$ cat config.mk
export PLATFORM = sky130hd
export DESIGN_NAME = alp_cmd_sequencer
export DESIGN_NICKNAME = d
export VERILOG_FILES = /design/src/rtl/alp_cmd_sequencer.sv
export SDC_FILE = /design/constraint.sdc
export NUM_CORES = 1
export LEC_CHECK = 0
export ABC_AREA = 1
export BUFFER_PORTS_ARGS = -buffer_cell sky130_fd_sc_hd__clkbuf_2
export CORE_ASPECT_RATIO = 0.5
export CORE_UTILIZATION = 60
export DETAILED_ROUTE_END_ITERATION = 8
export MAX_ROUTING_LAYER = met4
export PLACE_DENSITY = 0.8
export SETUP_SLACK_MARGIN = 0.15
export SLEW_MARGIN = 40
export SYNTH_ARGS = -nofsm -noshare
export SYNTH_HDL_FRONTEND = slang
export SYNTH_SLANG_ARGS = --single-unit
$ cat constraint.sdc
create_clock -name clk -period 4.8 [get_ports clk]
set_clock_uncertainty 0.15 [all_clocks]
set_input_delay 0.24 -clock clk [delete_from_list [all_inputs] [get_ports clk]]
set_output_delay 0.24 -clock clk [all_outputs]
set_load 0.02 [all_outputs]
$ cat src/rtl/alp_cmd_sequencer.sv
// rtl/alp_cmd_sequencer.sv - command FIFO and issue sequencer driving the ALP strobes
module alp_cmd_sequencer #(
    parameter int FIFO_DEPTH  = 4,
    parameter int COMP_CYCLES = 2
) (
    input  logic                          clk,
    input  logic                          reset,
    input  logic [9:0]                    i_CMD,
    input  logic                          i_CMD_VALID,
    output logic                          o_CMD_READY,
    input  logic                          i_ERR,
    input  logic                          i_RESUME,
    output logic [3:0]                    o_DATA_IN,
    output logic [2:0]                    o_OP,
    output logic                          o_CLR,
    output logic                          o_LOAD,
    output logic                          o_COMP,
    output logic [$clog2(FIFO_DEPTH):0]   o_COUNT,
    output logic [6:0]                    o_ISSUED,
    output logic                          o_BUSY,
    output logic                          o_HALT,
    output logic                          o_ILLEGAL
);

    localparam int PTR_W  = (FIFO_DEPTH > 1) ? $clog2(FIFO_DEPTH) : 1;
    localparam int CNT_W  = $clog2(FIFO_DEPTH) + 1;
    localparam int HOLD_W = $clog2(COMP_CYCLES) + 1;

    localparam logic [1:0] S_IDLE      = 2'd0;
    localparam logic [1:0] S_ISSUE     = 2'd1;
    localparam logic [1:0] S_COMP_HOLD = 2'd2;
    localparam logic [1:0] S_HALT      = 2'd3;

    logic [9:0]        mem_q [FIFO_DEPTH];
    logic [PTR_W-1:0]  wr_ptr_q, wr_ptr_d;
    logic [PTR_W-1:0]  rd_ptr_q, rd_ptr_d;
    logic [CNT_W-1:0]  count_q, count_d;
    logic              avail_q, avail_d;
    logic              rdy_en_q, rdy_en_d;

    logic [1:0]        state_q, state_d;
    logic [9:0]        cmd_q, cmd_d;
    logic [HOLD_W-1:0] hold_q, hold_d;
    logic [6:0]        issued_q, issued_d;
    logic              illegal_q, illegal_d;

    logic              push;
    logic              pop;
    logic              launch;
    logic [9:0]        head;
    logic              head_legal;

    assign head       = mem_q[rd_ptr_q];
    assign head_legal = (head[2:0] == 3'b001) || (head[2:0] == 3'b010) || (head[2:0] == 3'b100);

    // Ready is held off until the first edge after reset so nothing lands mid-release.
    assign o_CMD_READY = rdy_en_q && (count_q != CNT_W'(FIFO_DEPTH));

    // FIFO bookkeeping: pointers wrap at the depth, count tracks push minus pop.
    always_comb begin
        push     = i_CMD_VALID && o_CMD_READY;
        wr_ptr_d = wr_ptr_q;
        rd_ptr_d = rd_ptr_q;
        if (push) begin
            wr_ptr_d = (wr_ptr_q == PTR_W'(FIFO_DEPTH - 1)) ? '0 : wr_ptr_q + PTR_W'(1);
        end
        if (pop) begin
            rd_ptr_d = (rd_ptr_q == PTR_W'(FIFO_DEPTH - 1)) ? '0 : rd_ptr_q + PTR_W'(1);
        end
        count_d  = count_q + CNT_W'(push) - CNT_W'(pop);
        // IDLE only launches a head that has been resident for a full cycle.
        avail_d  = (count_q != '0);
        rdy_en_d = 1'b1;
    end

    // Sequencer: launch, hold compute strobes, halt on compute error, discard malformed heads.
    always_comb begin
        state_d   = state_q;
        cmd_d     = cmd_q;
        hold_d    = hold_q;
        issued_d  = issued_q;
        illegal_d = illegal_q;
        pop       = 1'b0;
        launch    = 1'b0;
        case (state_q)
            S_IDLE: begin
                launch = avail_q;
            end
            S_ISSUE, S_COMP_HOLD: begin
                if (hold_q != '0) begin
                    state_d = S_COMP_HOLD;
                    hold_d  = hold_q - HOLD_W'(1);
                end else if (cmd_q[0] && i_ERR) begin
                    state_d = S_HALT;
                    cmd_d   = '0;
                end else begin
                    launch = 1'b1;
                end
            end
            S_HALT: begin
                if (i_RESUME) begin
                    state_d = S_IDLE;
                end
            end
            default: begin
                state_d = S_IDLE;
                cmd_d   = '0;
            end
        endcase
        if (launch) begin
            if (count_q == '0) begin
                state_d = S_IDLE;
                cmd_d   = '0;
            end else begin
                pop = 1'b1;
                if (head_legal) begin
                    state_d  = S_ISSUE;
                    cmd_d    = head;
                    issued_d = issued_q + 7'd1;
                    hold_d   = head[0] ? HOLD_W'(COMP_CYCLES - 1) : '0;
                end else begin
                    state_d   = S_IDLE;
                    cmd_d     = '0;
                    illegal_d = 1'b1;
                end
            end
        end
    end

    // Command storage; contents are don't-care until written, so no reset.
    always_ff @(posedge clk) begin
        if (push) begin
            mem_q[wr_ptr_q] <= i_CMD;
        end
    end

    // State registers; reset drops everything buffered or in flight at once.
    always_ff @(posedge clk or posedge reset) begin
        if (reset) begin
            wr_ptr_q  <= '0;
            rd_ptr_q  <= '0;
            count_q   <= '0;
            avail_q   <= 1'b0;
            rdy_en_q  <= 1'b0;
            state_q   <= S_IDLE;
            cmd_q     <= '0;
            hold_q    <= '0;
            issued_q  <= '0;
            illegal_q <= 1'b0;
        end else begin
            wr_ptr_q  <= wr_ptr_d;
            rd_ptr_q  <= rd_ptr_d;
            count_q   <= count_d;
            avail_q   <= avail_d;
            rdy_en_q  <= rdy_en_d;
            state_q   <= state_d;
            cmd_q     <= cmd_d;
            hold_q    <= hold_d;
            issued_q  <= issued_d;
            illegal_q <= illegal_d;
        end
    end

    assign o_DATA_IN = cmd_q[9:6];
    assign o_OP      = cmd_q[5:3];
    assign o_CLR     = cmd_q[2];
    assign o_LOAD    = cmd_q[1];
    assign o_COMP    = cmd_q[0];
    assign o_COUNT   = count_q;
    assign o_ISSUED  = issued_q;
    assign o_BUSY    = (state_q == S_ISSUE) || (state_q == S_COMP_HOLD);
    assign o_HALT    = (state_q == S_HALT);
    assign o_ILLEGAL = illegal_q;

endmodule
==> metrics.txt <==
status finished, final reports clean; port bufs 38; chip height approximately 54 um; First DRT Iteration DRCs 168; CP max-delay cell nor2_2; Required @ worst endpoint 4880 ps; slew margin rel. between 40% and 50%; TNS Setup 0 ps; warnings from Yosys 0; First-pass DRT Iterations 6; Skew-Pair Late Insertion Delay between 300 and 400 ps; Crit Path Category register to register; vias in the first global route between 2000 and 2500; clk slew on worst S/H paths ~70 ps; diode count 0; max cap viols 0; Worst VDD drop 0.3671 mV; Power Dens Cells 608.1 nW/um2; Tcrit/Tclk final between 60 and 70%; # resized after CTS 0; cells after synthesis 310; crit path DAT between 3000 and 4000 ps; Final Max Slew Viols 0; Clock Tree Buf Depth 2; Synth Register Bits between 70 and 80; FP Rows 18; total grt overflow 0; Antenna Violating Nets Remaining 0; Peak Freq approximately 320 MHz; Multi-input gate area about 1100 um2; Async S/R FF share, synth 43.66%; Tmin final roughly 3200 ps; largest net degree at the start of global routing 32; # setup viols final 0; total CTS buffers 9; most frequent cells in the layout 94 x nand2_1, 40 x edfxtp_1, 38 x clkbuf_2; Die W roughly 110 um; crit-path max FO 15; mapped cell area approximately 3200 um2; placed cells 408; initial antenna violation count 0; post-DR vias/cell between 5 and 6; cell area after layout 3691 um2; clk sinks between 70 and 80; Detailed Place HPWL 4307 um; DRC Markers 0; num ports 39; CP endpoint kind register; Hold WC Path Type input pin to register; core area 5022 um2; slew of the pin with the lowest slew margin roughly 790 ps; Initial Util between 60% and 70%; Net Count, Synth 336; most common cell after layout, fill and taps aside nand2_1; prevailing post-synth register cell edfxtp_1; sequential cell area around 2000 um2; RSZ-0062 raised after global routing false; H-tree Lvls 3; placed inst area 3416 um2; Setup crit start kind register; critical path, cell by cell inv_1 -> ha_1 -> nand3_1 -> nand2_1 -> nand2_1 -> nor2_2 -> ha_1 -> inv_1 -> ha_1 -> inv_1 -> fa_1 -> xnor2_1; fillers roughly 340; share of cells above drive strength 1 a little under a fifth; post-route insts no fill between 400 and 500; die area between 5000 and 6000 um2; Hold Vio Cnt, Final 0; Net count, final a little under 400; Routed wire per std cell ~15 um; leakage power around 1.7 nW; fin util ~73%; total track usage 26.17%; CTS tree done; final WL 6351 um; gpl congestion approximately 0.86; detailed-route via count 2360; number of synthesized flops with an enable pin 40; CTS Root Cell clkbuf_8; largest stage delay on the critical path 560 ps; first-pass GRT wire length just over 10000 um; P&R area growth vs syn 15.78%; Seq/Total Area, Yosys a little over 60%; synth unique cells 29; average cell area after synthesis 10.28 um2
registers in the layout, summed over array words and instances (netlist names):
signal	flops
cmd_q	10
hold_q	2
rd_ptr_q	2
o_ILLEGAL	1
mem_q	40
rdy_en_q	1
wr_ptr_q	2
avail_q	1
o_COUNT	3
state_q	2
o_ISSUED	7
stage by stage:
step | hold slack, ps | power (mW) | setup slack (ps)
global route | 164.4 | 2.428 | 1343
CTS | 137.5 | 2.250 | 1644
global placement | 303.1 | 1.768 | 1822
finish | 156.4 | 2.245 | 1642
floorplan | 188.9 | 1.608 | 2043
detailed placement | 189.5 | 1.842 | 1656
synthesized netlist by cell type, types with 2 or more instances:
cell type	count	area, um2
nand3_2	2	20.02
o21ai_0	19	95.09
clkbuf_1	4	15.01
ha_1	10	125.1
nor2_1	9	33.78
nand2_1	94	352.8
nand3_1	30	150.1
xnor2_1	6	52.55
nand3b_1	2	15.01
nand2_2	2	12.51
edfxtp_1	40	1201
dfrtp_1	31	775.7
nand4_1	2	12.51
inv_1	24	90.09
buf_2	3	15.01
buf_6	2	22.52
a21oi_1	17	85.08
nor2_2	2	12.51
final cells by class:
cell class,count,share of cell area (%)
clock buffer,10,3.458
clock inverter,6,1.017
inverter,25,2.542
multi-input combinational,204,28.92
sequential,71,53.56
tap,70,2.373
timing repair buffer,49,8.136
repair_timing:
item,CTS,global route
hold endpoints to repair,71,0
buffers inserted,0,0
hold buffers,11,0
layer usage:
metal | wire, um | GRT usage (%)
met5 | 0 | -
met4 | 72 | 9.624
met1 | 2682 | 31.80
met2 | 3098 | 41.72
met3 | 497 | 9.201
worst max-delay path, delay by kind of cell (launching register included):
family / cells / cell delay (ps)
xor gates and xnor gates: 1 / 140
adders and majority gates: 4 / 1180
buffers and inverters: 3 / 160
DFF: 1 / 380
and+or+nand+nor: 4 / 1030
logic make-up after synthesis:
family	Yosys count	synth area share, %
AO/OA/AOI/OAI	39	6.397
XOR/XNOR	7	1.923
adder cells (fa/ha/maj)	11	4.553
buffers and inverters	35	4.827
flip-flops	71	62.01
other	1	0.1176
AND/OR/NAND/NOR	146	20.17
power breakdown:
group / total [mW] / switching, mW / internal [mW]
logic: 0.953 / 0.656 / 0.297
registers: 0.894 / 0.128 / 0.766
clock network: 0.398 / 0.214 / 0.184
final timing paths:
kind / endpoint / startpoint / slack, ps / cells after the start
setup / recovery: o_COUNT[2] / state_q[0] / 1640 / 12
setup reg to reg: o_COUNT[2] / state_q[0] / 1640 / 12
max in group asynchronous: rdy_en_q / reset / 3720 / 3
min in group asynchronous: o_COUNT[2] / reset / 360 / 3
hold reg to reg: o_ILLEGAL / o_ILLEGAL / 360 / 1
hold / removal: state_q[0] / i_RESUME / 160 / 5
Power figures use the tool's default switching activity.
